--- src/rtl/ebus_diag_pkg.sv ---
// ebus_diag_pkg
// Shared types and constants for the EBUS diagnostic master.
//   op_t    : command operation after decode of the 2-bit cmd_op field
//   state_t : sequencer phase encoding
//   DS_*    : diagnostic select codes understood by the CON/CTL decode
//   decode_op   : maps raw cmd_op onto op_t (reserved code 3 becomes CTL)
//   odd_par_err : 1 when data plus parity bit do not carry odd parity
package ebus_diag_pkg;

    typedef enum logic [1:0] {
        OP_CTL   = 2'd0,
        OP_WRITE = 2'd1,
        OP_READ  = 2'd2
    } op_t;

    typedef enum logic [2:0] {
        ST_IDLE   = 3'd0,
        ST_SETUP  = 3'd1,
        ST_STROBE = 3'd2,
        ST_HOLD   = 3'd3,
        ST_SETTLE = 3'd4,
        ST_DONE   = 3'd5
    } state_t;

    localparam logic [6:0] DS_CLR_RUN     = 7'o010;
    localparam logic [6:0] DS_SET_RUN     = 7'o011;
    localparam logic [6:0] DS_CONTINUE    = 7'o012;
    localparam logic [6:0] DS_IR_STROBE   = 7'o014;
    localparam logic [6:0] DS_DRAM_STROBE = 7'o015;
    localparam logic [6:0] DS_READ_13X    = 7'o130;

    function automatic op_t decode_op(input logic [1:0] raw);
        op_t op;
        case (raw)
            2'd1:    op = OP_WRITE;
            2'd2:    op = OP_READ;
            default: op = OP_CTL;
        endcase
        return op;
    endfunction

    // The bus carries odd parity over 36 data bits plus the parity bit,
    // so an even total count of ones is an error.
    function automatic logic odd_par_err(input logic [0:35] data, input logic par);
        return ~((^data) ^ par);
    endfunction

endpackage

--- src/rtl/ebus_diag_master.sv ---
// ebus_diag_master
// Front-end initiator for EBUS diagnostic functions. Takes one command at a
// time, sequences DS setup, DIAG STROBE (CTL/WRITE) or DIAG READ (READ),
// holds DS/data, then reports completion with a one-cycle rsp_valid pulse.
//
// Ports:
//   clk, RESET             : clock, synchronous active-high reset
//   cmd_valid/cmd_ready    : command handshake (taken on valid & ready)
//   cmd_op, cmd_ds, cmd_data : command operation, DS code, write data
//   rsp_valid, rsp_data, rsp_par_err : completion pulse, read data, parity error
//   ebus_ds, ebus_diag_strobe, ebus_diag_read : EBUS diagnostic control lines
//   ebus_data_out, ebus_data_drive : write data and its bus enable
//   ebus_data_in, ebus_parity_in   : bus read data and parity
//
// Build option: define EBUS_DIAG_PARITY_CHK_EN to check odd parity on READ
// capture; otherwise rsp_par_err is always 0 and ebus_parity_in is ignored.
//
// All outputs are registered: the next-state logic also produces next-cycle
// output values, which the state register loads on the same edge.
module ebus_diag_master
    import ebus_diag_pkg::*;
#(
    parameter int unsigned SETUP_CYC  = 2,
    parameter int unsigned STROBE_CYC = 2,
    parameter int unsigned HOLD_CYC   = 1,
    parameter int unsigned SETTLE_CYC = 3
) (
    input  logic        clk,
    input  logic        RESET,
    input  logic        cmd_valid,
    output logic        cmd_ready,
    input  logic [1:0]  cmd_op,
    input  logic [0:6]  cmd_ds,
    input  logic [0:35] cmd_data,
    output logic        rsp_valid,
    output logic [0:35] rsp_data,
    output logic        rsp_par_err,
    output logic [0:6]  ebus_ds,
    output logic        ebus_diag_strobe,
    output logic        ebus_diag_read,
    output logic [0:35] ebus_data_out,
    output logic        ebus_data_drive,
    input  logic [0:35] ebus_data_in,
    input  logic        ebus_parity_in
);

    localparam int unsigned MAX_AB  = (SETUP_CYC > STROBE_CYC) ? SETUP_CYC : STROBE_CYC;
    localparam int unsigned MAX_CD  = (HOLD_CYC > SETTLE_CYC) ? HOLD_CYC : SETTLE_CYC;
    localparam int unsigned MAX_CYC = (MAX_AB > MAX_CD) ? MAX_AB : MAX_CD;
    localparam int unsigned CNT_W   = $clog2(MAX_CYC + 1);

    localparam logic [CNT_W-1:0] CNT_ZERO   = {CNT_W{1'b0}};
    localparam logic [CNT_W-1:0] CNT_ONE    = CNT_W'(1);
    localparam logic [CNT_W-1:0] SETUP_LD   = CNT_W'(SETUP_CYC - 1);
    localparam logic [CNT_W-1:0] STROBE_LD  = CNT_W'(STROBE_CYC - 1);
    localparam logic [CNT_W-1:0] HOLD_LD    = CNT_W'(HOLD_CYC - 1);
    localparam logic [CNT_W-1:0] SETTLE_LD  = CNT_W'(SETTLE_CYC - 1);

    state_t            state_r, state_nxt_s;
    logic [CNT_W-1:0]  cnt_r, cnt_nxt_s;
    op_t               op_r, op_nxt_s;
    logic [0:6]        ds_r, ds_nxt_s;
    logic [0:35]       data_r, data_nxt_s;
    logic [0:35]       rd_data_r, rd_data_nxt_s;
    logic              rd_perr_r, rd_perr_nxt_s;
    logic              cap_perr_s;

    logic              ready_nxt_s;
    logic              rsp_valid_nxt_s;
    logic [0:35]       rsp_data_nxt_s;
    logic              rsp_perr_nxt_s;
    logic [0:6]        ebus_ds_nxt_s;
    logic              strobe_nxt_s;
    logic              read_nxt_s;
    logic              drive_nxt_s;
    logic [0:35]       data_out_nxt_s;

`ifdef EBUS_DIAG_PARITY_CHK_EN
    assign cap_perr_s = odd_par_err(ebus_data_in, ebus_parity_in);
`else
    logic unused_parity_s;
    assign unused_parity_s = ebus_parity_in;
    assign cap_perr_s      = 1'b0;
`endif

    // Next-state, phase counter, command capture and next-cycle output decode.
    always_comb begin
        state_nxt_s    = state_r;
        cnt_nxt_s      = cnt_r;
        op_nxt_s       = op_r;
        ds_nxt_s       = ds_r;
        data_nxt_s     = data_r;
        rd_data_nxt_s  = rd_data_r;
        rd_perr_nxt_s  = rd_perr_r;
        rsp_data_nxt_s = rsp_data;
        rsp_perr_nxt_s = rsp_par_err;

        case (state_r)
            ST_IDLE: begin
                if (cmd_valid) begin
                    state_nxt_s = ST_SETUP;
                    cnt_nxt_s   = SETUP_LD;
                    op_nxt_s    = decode_op(cmd_op);
                    ds_nxt_s    = cmd_ds;
                    data_nxt_s  = cmd_data;
                end else begin
                    state_nxt_s = ST_IDLE;
                end
            end
            ST_SETUP: begin
                if (cnt_r != CNT_ZERO) begin
                    cnt_nxt_s = cnt_r - CNT_ONE;
                end else if (op_r == OP_READ) begin
                    state_nxt_s = ST_SETTLE;
                    cnt_nxt_s   = SETTLE_LD;
                end else begin
                    state_nxt_s = ST_STROBE;
                    cnt_nxt_s   = STROBE_LD;
                end
            end
            ST_STROBE: begin
                if (cnt_r != CNT_ZERO) begin
                    cnt_nxt_s = cnt_r - CNT_ONE;
                end else begin
                    state_nxt_s = ST_HOLD;
                    cnt_nxt_s   = HOLD_LD;
                end
            end
            ST_SETTLE: begin
                if (cnt_r != CNT_ZERO) begin
                    cnt_nxt_s = cnt_r - CNT_ONE;
                end else begin
                    // Last settle cycle: bus data has had SETTLE_CYC cycles to settle.
                    state_nxt_s   = ST_HOLD;
                    cnt_nxt_s     = HOLD_LD;
                    rd_data_nxt_s = ebus_data_in;
                    rd_perr_nxt_s = cap_perr_s;
                end
            end
            ST_HOLD: begin
                if (cnt_r != CNT_ZERO) begin
                    cnt_nxt_s = cnt_r - CNT_ONE;
                end else begin
                    // Response fields change only together with rsp_valid.
                    state_nxt_s = ST_DONE;
                    cnt_nxt_s   = CNT_ZERO;
                    if (op_r == OP_READ) begin
                        rsp_data_nxt_s = rd_data_r;
                        rsp_perr_nxt_s = rd_perr_r;
                    end else begin
                        rsp_data_nxt_s = 36'o0;
                        rsp_perr_nxt_s = 1'b0;
                    end
                end
            end
            ST_DONE: begin
                state_nxt_s = ST_IDLE;
                cnt_nxt_s   = CNT_ZERO;
            end
            default: begin
                state_nxt_s = ST_IDLE;
                cnt_nxt_s   = CNT_ZERO;
            end
        endcase

        // Output values for the cycle the next state will occupy.
        ready_nxt_s     = (state_nxt_s == ST_IDLE);
        rsp_valid_nxt_s = (state_nxt_s == ST_DONE);
        strobe_nxt_s    = (state_nxt_s == ST_STROBE);
        read_nxt_s      = (state_nxt_s == ST_SETTLE);

        case (state_nxt_s)
            ST_SETUP, ST_STROBE, ST_SETTLE, ST_HOLD: ebus_ds_nxt_s = ds_nxt_s;
            default:                                 ebus_ds_nxt_s = 7'o0;
        endcase

        // A READ never drives, so drive and diag_read are mutually exclusive.
        case (state_nxt_s)
            ST_SETUP, ST_STROBE, ST_HOLD: drive_nxt_s = (op_nxt_s == OP_WRITE);
            default:                      drive_nxt_s = 1'b0;
        endcase

        if (drive_nxt_s) begin
            data_out_nxt_s = data_nxt_s;
        end else begin
            data_out_nxt_s = 36'o0;
        end
    end

    // State, counter, command, capture and output registers with synchronous reset.
    always_ff @(posedge clk) begin
        if (RESET) begin
            state_r          <= ST_IDLE;
            cnt_r            <= CNT_ZERO;
            op_r             <= OP_CTL;
            ds_r             <= 7'o0;
            data_r           <= 36'o0;
            rd_data_r        <= 36'o0;
            rd_perr_r        <= 1'b0;
            cmd_ready        <= 1'b1;
            rsp_valid        <= 1'b0;
            rsp_data         <= 36'o0;
            rsp_par_err      <= 1'b0;
            ebus_ds          <= 7'o0;
            ebus_diag_strobe <= 1'b0;
            ebus_diag_read   <= 1'b0;
            ebus_data_out    <= 36'o0;
            ebus_data_drive  <= 1'b0;
        end else begin
            state_r          <= state_nxt_s;
            cnt_r            <= cnt_nxt_s;
            op_r             <= op_nxt_s;
            ds_r             <= ds_nxt_s;
            data_r           <= data_nxt_s;
            rd_data_r        <= rd_data_nxt_s;
            rd_perr_r        <= rd_perr_nxt_s;
            cmd_ready        <= ready_nxt_s;
            rsp_valid        <= rsp_valid_nxt_s;
            rsp_data         <= rsp_data_nxt_s;
            rsp_par_err      <= rsp_perr_nxt_s;
            ebus_ds          <= ebus_ds_nxt_s;
            ebus_diag_strobe <= strobe_nxt_s;
            ebus_diag_read   <= read_nxt_s;
            ebus_data_out    <= data_out_nxt_s;
            ebus_data_drive  <= drive_nxt_s;
        end
    end

endmodule

--- config.mk ---
export PLATFORM = sky130hd
export DESIGN_NAME = ebus_diag_master
export DESIGN_NICKNAME = d
export VERILOG_FILES = /design/src/rtl/ebus_diag_pkg.sv /design/src/rtl/ebus_diag_master.sv
export SDC_FILE = /design/constraint.sdc
export NUM_CORES = 1
export LEC_CHECK = 0
export ABC_AREA = 1
export CAP_MARGIN = 25
export CORE_ASPECT_RATIO = 1.75
export CORE_UTILIZATION = 45
export CTS_CLUSTER_DIAMETER = 50
export DETAILED_ROUTE_END_ITERATION = 7
export PLACE_DENSITY = 0.87
export SLEW_MARGIN = 5
export SYNTH_ARGS = -nofsm -noshare
export SYNTH_HDL_FRONTEND = slang
export SYNTH_SLANG_ARGS = --single-unit
--- constraint.sdc ---
create_clock -name clk -period 2.6 [get_ports clk]
set_input_delay 0.78 -clock clk [delete_from_list [all_inputs] [get_ports clk]]
set_output_delay 0.78 -clock clk [all_outputs]
set_load 0.01 [all_outputs]
== After elaboration in Yosys (flattened, before gate mapping) ==
Index checks and enable logic that the tools add are counted.
Cells by class
  add/subtract/negate cells: 1
  eq/ne operators: 14
  mux-type cells: 20
  bitwise gates (word level): 3
  reductions and logical operators: 11
Operators by type and width (number)
  2-to-1 mux 36 bit: 3
  2-to-1 mux 7 bit: 2
  equality test 3 x 2 -> 1 bit, second input constant: 4
  2-to-1 mux 2 bit: 6
  2-to-1 mux 3 bit: 4
  case mux 3 bit (4 select lines): 1
  equality test 3 bit, second input constant: 3
  equality test 3 x 1 -> 1 bit, second input constant: 2
  logical NOT 3 bit: 2
  case mux 2 bit (3 select lines): 1
  OR reduction 2 bit: 3
  OR reduction 3 bit: 2
  equality test 2 x 1 -> 1 bit, second input constant: 2
  equality test 2 bit, second input constant: 2
  case mux 2 bit (2 select lines): 1
  AND reduction 2 bit: 2
  OR reduction 4 bit: 1
  NOT 1 bit: 3
  2-to-1 mux 1 bit: 2
  != test 2 bit, second input constant: 1
  nonzero test 2 bit: 1
  subtractor 2 x 1 -> 2 bit, second input constant: 1
Word-level totals
  register bits after elaboration: 170
  input bits: 85
  output and inout bits: 85
  word-level logic and storage cells: 63

== Depth between registers and ports, before layout ==
Gate-level depths: netlist (run 1).
  depth after elaboration: 9
  gate-level depth with buffers: 10
  mapped depth without buffers: 9

== Least setup slack after synthesis (run 1) ==
Ideal clock, no wire load.
  path type: input port to flip-flop
  start point: input port cmd_valid
  end point: register ebus_data_out[0] (netlist name)
  library setup time: 0.119 ns
  arrival time: 1.591 ns
  data required time: 2.481 ns
  path slack: 0.890 ns
  cell stages on the path: 9
  path buffers: 2
  cells stage by stage: nand3_1 buf_4 inv_4 nand2_1 o21ai_2 nor2_4 nand3_4 buf_2 nor2_1
Between the ends
  word-level cells in the longest chain between the ends: 7
  elaborated cells on any way between the ends: 14
  those cells by class: eq/ne: 4; mux: 7; bitwise: 1; reduce/logical: 2
Ends and longest elaborated chain
  start, declared: line ebus_diag_master.sv:30  | input logic cmd_valid,
  2-to-1 mux 1 bit: line ebus_diag_master.sv:100  | if (cmd_valid) begin
  case mux 3 bit (4 select lines): line ebus_diag_master.sv:98  | case (state_r)
  equality test 3 x 2 -> 1 bit or equality test 3 x 1 -> 1 bit (tied branches): line ebus_diag_master.sv:178  | case (state_nxt_s)
  OR reduction 3 bit: line ebus_diag_master.sv:178
  2-to-1 mux 1 bit: line ebus_diag_master.sv:178
  NOT 1 bit (no source line)
  OR reduction 2 bit (no source line)
  end signal, assigned: line ebus_diag_master.sv:224  | ebus_data_out <= data_out_nxt_s;
  end, declared: line ebus_diag_master.sv:41  | output logic [0:35] ebus_data_out,
Parallel ways exist; a longest one is shown, timed or not.
A chain may end at the register's enable or synchronous reset.

== Worst setup path after layout (run 1) ==
  start point: register rsp_data[4] (netlist name)
  end point: output port rsp_data[4] (netlist name)
RTL lines
  start, declared: line ebus_diag_master.sv:36  | output logic [0:35] rsp_data,
  start signal, assigned: line ebus_diag_master.sv:219  | rsp_data <= rsp_data_nxt_s;
No word-level cell between the ends.

==> metrics, run 1 <==
#FFs+latches synth 170; main combinational cell family by area after synthesis simple AND/OR/NAND/NOR gates; die width 87.16 um; RSZ-0062 raised after global routing false; CTS hold repair buffers 0; post-synthesis sequential area ratio 0.5960; Final nets 879; FF-to-FF path depth 10; crit start category register; Worst path top cell family by delay buffers and inverters; routed vias/inst 4.787; skew final 0.009466 ns; Synth Area in XOR/XNOR 0; largest net degree at the start of global routing 73; total of max-cap violations 0; mux share of post-synthesis cell area 0.07537; final hold slack 0.4439 ns; maximum clock frequency 476.3 MHz; H-tree Lvls 4; critical-path cell list clkdlybuf4s50_1; Overflow after GRT 0; gpl congestion 0.8317; Placeable Area 0.01243 mm2; HP Class register to register; period utilisation layout 0.8075; die area 0.01316 mm2; Fin. Hold Viols 0; Total Routing Usage GR 0.2001; critical path's slowest cell clkdlybuf4s50_1; Pins Over Slew Limit 0; IO buf count 167; Netlist cell types 26; worst flop-to-flop path endpoint ebus_ds[2]; Compound-Gate Fraction of Synth Area 0.1106; DRT antenna net count 0; CTS Sinks 170; most frequent cells in the layout 170 x dfxtp_1, 166 x clkdlybuf4s50_1, 91 x nor2_1, 80 x a21oi_1, 61 x nand2_1; Post-CTS Resized 0; maximum VDD drop 447.2 uV; Worst Path Max Fanout 2; num ports 170; later-pin clock latency in the skew report 0.41 ns; standard-cell row count 54; ranking of synthesized cells by area dfxtp_1 60%, mux2i_1 7.5%, a21oi_1 7.0%, nor2_1 6.0%, nand3_1 4.0%; min-delay src rd_data_r[20]; TritonCTS Buffers 17; CTS root buffer clkbuf_16; Post-Syn Instances 638; required time of the critical path 1.82 ns; most common library cell in the layout ignoring fill and taps dfxtp_1; Reg clk slew, reported paths 0.06 ns; Iteration-0 DRC Markers 157; reg2reg start state_r[2]; initial antenna violation count 0; Worst setup EP type output pin; ant diodes 0; area leader, netlist dfxtp_1; Worst Path Arrival 1.32 ns; Setup Crit Path Kind register to output pin; DRT Pass-1 Iters 4; leakage 3.185 nW; Total Neg Setup Slack 0 ns; vias in the first global route 4431; Synth top area share 0.5960; WL/cell 12.99 um; adder-cell share of the synthesized area 0; power density cells 829.1 mW/mm2; Reg2Reg Setup Slack 0.76 ns; outcome finished clean; CP bufs+invs 1; Worst-Margin Slew 0.6146 ns; DRC 0; Area Growth Syn to Fin 41.61%; Total Wirelength 12670 um; mapped cell area 0.005710 mm2; Final Setup Violations 0; Clock Path Buffers 2; first-pass GRT wire length 20640 um; post-synthesis simple-gate area fraction 0.1499; fin crit period 2.099 ns; detailed placement HPWL 8600 um; Largest stage delay, worst path 0.58 ns; vias 4667; Starting Density 0.4593; Avg Cell Area, Syn 8.951 um2; die height 151.0 um; CTS tree built; Warnings, synthesis 0; Hold Path End rd_data_r[20]; Slew Limit Headroom 0.5902; share of layout cells above drive strength 1 0.06444; worst hold stages 2; Post-CTS Setup Repair Bufs 0; Mapped Nets 723
synth_stat cells:
master and count:
dfxtp_1 170, nor2_1 91, a21oi_1 80, nand2_1 61, inv_1 53, nand3_1 46, mux2i_1 43, o21ai_0 39
clkbuf_1 22, buf_2 12, buf_1 3, buf_4 2, inv_2 2, o21ai_2 2, clkinv_1 1, conb_1 1
inv_4 1, nand3_4 1, nand3b_1 1, nand4_1 1, nor2_2 1, nor2_4 1, o211ai_1 1, o21ai_1 1
o22ai_1 1, or2_2 1
logic make-up (layout without fill, tap and decap cells):
kind of cell    Yosys count  count (layout)
compound gates          124             124
buf+inv                  96             265
flops                   170             170
mux                      43              43
other cells               1               1
simple gates            204             204
stage by stage:
step,cells,util,cell area (um2),worst slack (ns),total power [mW]
2_1_floorplan,638,-,5710,0.8900,3.857
5_1_grt,975,0.6505,8087,0.3973,7.083
3_3_place_gp,943,0.6042,7511,0.1794,4.308
4_1_cts,975,0.6505,8087,0.4768,6.781
6_report,975,0.6505,8087,0.5005,6.704
3_5_place_dp,943,0.6042,7511,0.09199,4.351
final cells by class:
type                       count  area [um2]
multi-input combinational    372        1932
tap                          168       210.2
clock buffer                  19       442.9
timing repair buffer         176        1749
fill                        1044        4345
clock inverter                13       132.6
inverter                      57       216.5
sequential                   170        3403
power by group:
part | internal, mW | total (mW) | switching, mW
clock network | 1.37 | 2.43 | 1.05
logic | 0.578 | 1.33 | 0.750
registers | 2.86 | 2.95 | 0.0915
state kept, by name, indices dropped and copies added (netlist names):
signal / count
cmd_ready: 1
cnt_r: 2
data_r: 36
ds_r: 7
ebus_data_drive: 1
ebus_data_out: 36
ebus_diag_read: 1
ebus_diag_strobe: 1
ebus_ds: 7
op_r: 2
rd_data_r: 36
rsp_data: 36
rsp_valid: 1
state_r: 3
how the worst max path moves through the flow:
stage,depth (start not counted),startpoint,to
floorplan,9,cmd_valid,ebus_data_out[0]
global placement,7,cmd_valid,ebus_data_out[4]
detailed placement,7,cmd_valid,ebus_data_out[11]
CTS,1,rsp_data[4],rsp_data[4]
global route,7,cmd_valid,ebus_data_out[11]
finish,1,rsp_data[4],rsp_data[4]
metal layers:
metal,vias to the layer above,wire (um),global-route usage
met1,2129,5141,0.2241
met2,149,6547,0.3583
met4,0,275,0.07623
met3,18,703,0.05232
li1,2371,-,-
met5,-,0,0
worst min-delay path, stage by stage, from the launching register on:
cell	delay [ns]
dfxtp_1	0.31
inv_1	0.05
a21oi_1	0.05
(Power assumes the default switching activity.)
==> run 2: changes to the inputs <==
==> constraint.sdc (replaced) <==
create_clock -name clk -period 2 [get_ports clk]
set_input_delay 0.6 -clock clk [delete_from_list [all_inputs] [get_ports clk]]
set_output_delay 0.6 -clock clk [all_outputs]
set_load 0.01 [all_outputs]
==> run 2 against run 1 <==
Register-to-register slack got worse by 0.48 ns. Utilization increased by 1.5 points. Critical path type unchanged. Combinational power increased by 42%. Die area unchanged.
==> metrics, run 2 (synthesis gave the netlist of run 1 again) <==
Final Setup Violations 0; gpl congestion 0.8296; Total Wirelength 13140 um; standard-cell row count 54; uppermost layer routed met4; Total Routing Usage GR 0.2058; maximum clock frequency 517.8 MHz; period utilisation layout 0.9657; detailed placement HPWL 9030 um; Post-CTS Setup Repair Bufs 0; most common library cell in the layout ignoring fill and taps dfxtp_1; routed vias/inst 4.792; leakage 3.281 nW; Setup Crit Path Kind register to output pin; Worst setup EP type output pin; vias 4715; DRC 0; largest net degree at the start of global routing 61; DRT Pass-1 Iters 5; routed length on met3 777 um; share of layout cells above drive strength 1 0.07475; die area 0.01316 mm2; CTS tree built; most frequent cells in the layout 170 x dfxtp_1, 166 x clkdlybuf4s50_1, 91 x nor2_1, 80 x a21oi_1, 61 x nand2_1; die height 151.0 um; Clock Path Buffers 2; DRT antenna net count 0; IO buf count 167; later-pin clock latency in the skew report 0.42 ns; fin util 0.6651; Area Growth Syn to Fin 44.79%; HP Class input port to register; ant diodes 0; maximum VDD drop 592.1 uV; fin crit period 1.931 ns; routed wl met2 6985 um; Largest stage delay, worst path 0.58 ns; die width 87.16 um; final hold slack 0.4340 ns; Pins Over Slew Limit 0; CTS hold repair buffers 0; Reg area 0.003403 mm2; initial antenna violation count 0; critical path's slowest cell clkdlybuf4s50_1; crit start category register; critical-path cell list clkdlybuf4s50_1; CTS Sinks 170; Starting Density 0.4593; fillers 1024; required time of the critical path 1.40 ns; Iteration-0 DRC Markers 131; WL/cell 13.35 um; Post-CTS Resized 0; vias in the first global route 4548; Overflow after GRT 0; skew final 0.008789 ns; wire length on met1 5191 um; TritonCTS Buffers 17; Multi-input gate area 0.001932 mm2; Reg clk slew, reported paths 0.07 ns; num ports 170; first-pass GRT wire length 21070 um; CP bufs+invs 1; H-tree Lvls 4; Placeable Area 0.01243 mm2; power density cells 1103 mW/mm2; total of max-cap violations 0; Fin. Hold Viols 0; CTS root buffer clkbuf_16; outcome finished clean; Worst Path Arrival 1.33 ns; Worst path top cell family by delay buffers and inverters; RSZ-0062 raised after global routing false; Worst Path Max Fanout 2; Final nets 888
==> run 2: power breakdown <==
group | total (mW) | internal, mW | switching, mW
registers | 3.84 | 3.71 | 0.123
clock network | 3.40 | 2.00 | 1.40
logic | 1.89 | 0.880 | 1.01
total | 9.12 | 6.59 | 2.53
==> run 2: final timing paths <==
check,from,end,slack (ns),cells past startpoint
hold / removal,RESET,op_r[0],0.43,2
setup reg to reg,cnt_r[1],rd_data_r[1],0.28,5
setup / recovery,rsp_data[4],rsp_data[4],0.07,1
hold reg to reg,rd_data_r[28],rd_data_r[28],0.44,2
==> run 2: metal layers <==
metal	vias up	GRT usage
li1	2390	-
met1	2150	0.2268
met2	159	0.3701
met3	16	0.05831
met4	0	0.07705
met5	-	0
==> run 2: final cells by class <==
class	instances	area share
Timing Repair Buffer	185	0.2288
Inverter	57	0.02618
Clock buffer	18	0.05191
Sequential cell	170	0.4116
Multi-Input combinational cell	372	0.2337
Tap cell	168	0.02542
Clock inverter	14	0.02240
==> run 2: metrics by stage <==
| step | cell area [um2] | TNS, ns | setup slack [ns] | power [mW] | cells |
|---|---|---|---|---|---|
| 2_1_floorplan | 5710 | 0 | 0.4700 | 5.014 | 638 |
| 3_3_place_gp | 7654 | -2.149 | -0.06043 | 5.760 | 952 |
| 3_5_place_dp | 7654 | -3.797 | -0.1082 | 5.816 | 952 |
| 4_1_cts | 8268 | 0 | 0.05117 | 9.209 | 984 |
| 5_1_grt | 8268 | 0 | 0.01414 | 9.572 | 984 |
| 6_report | 8268 | 0 | 0.06869 | 9.119 | 984 |
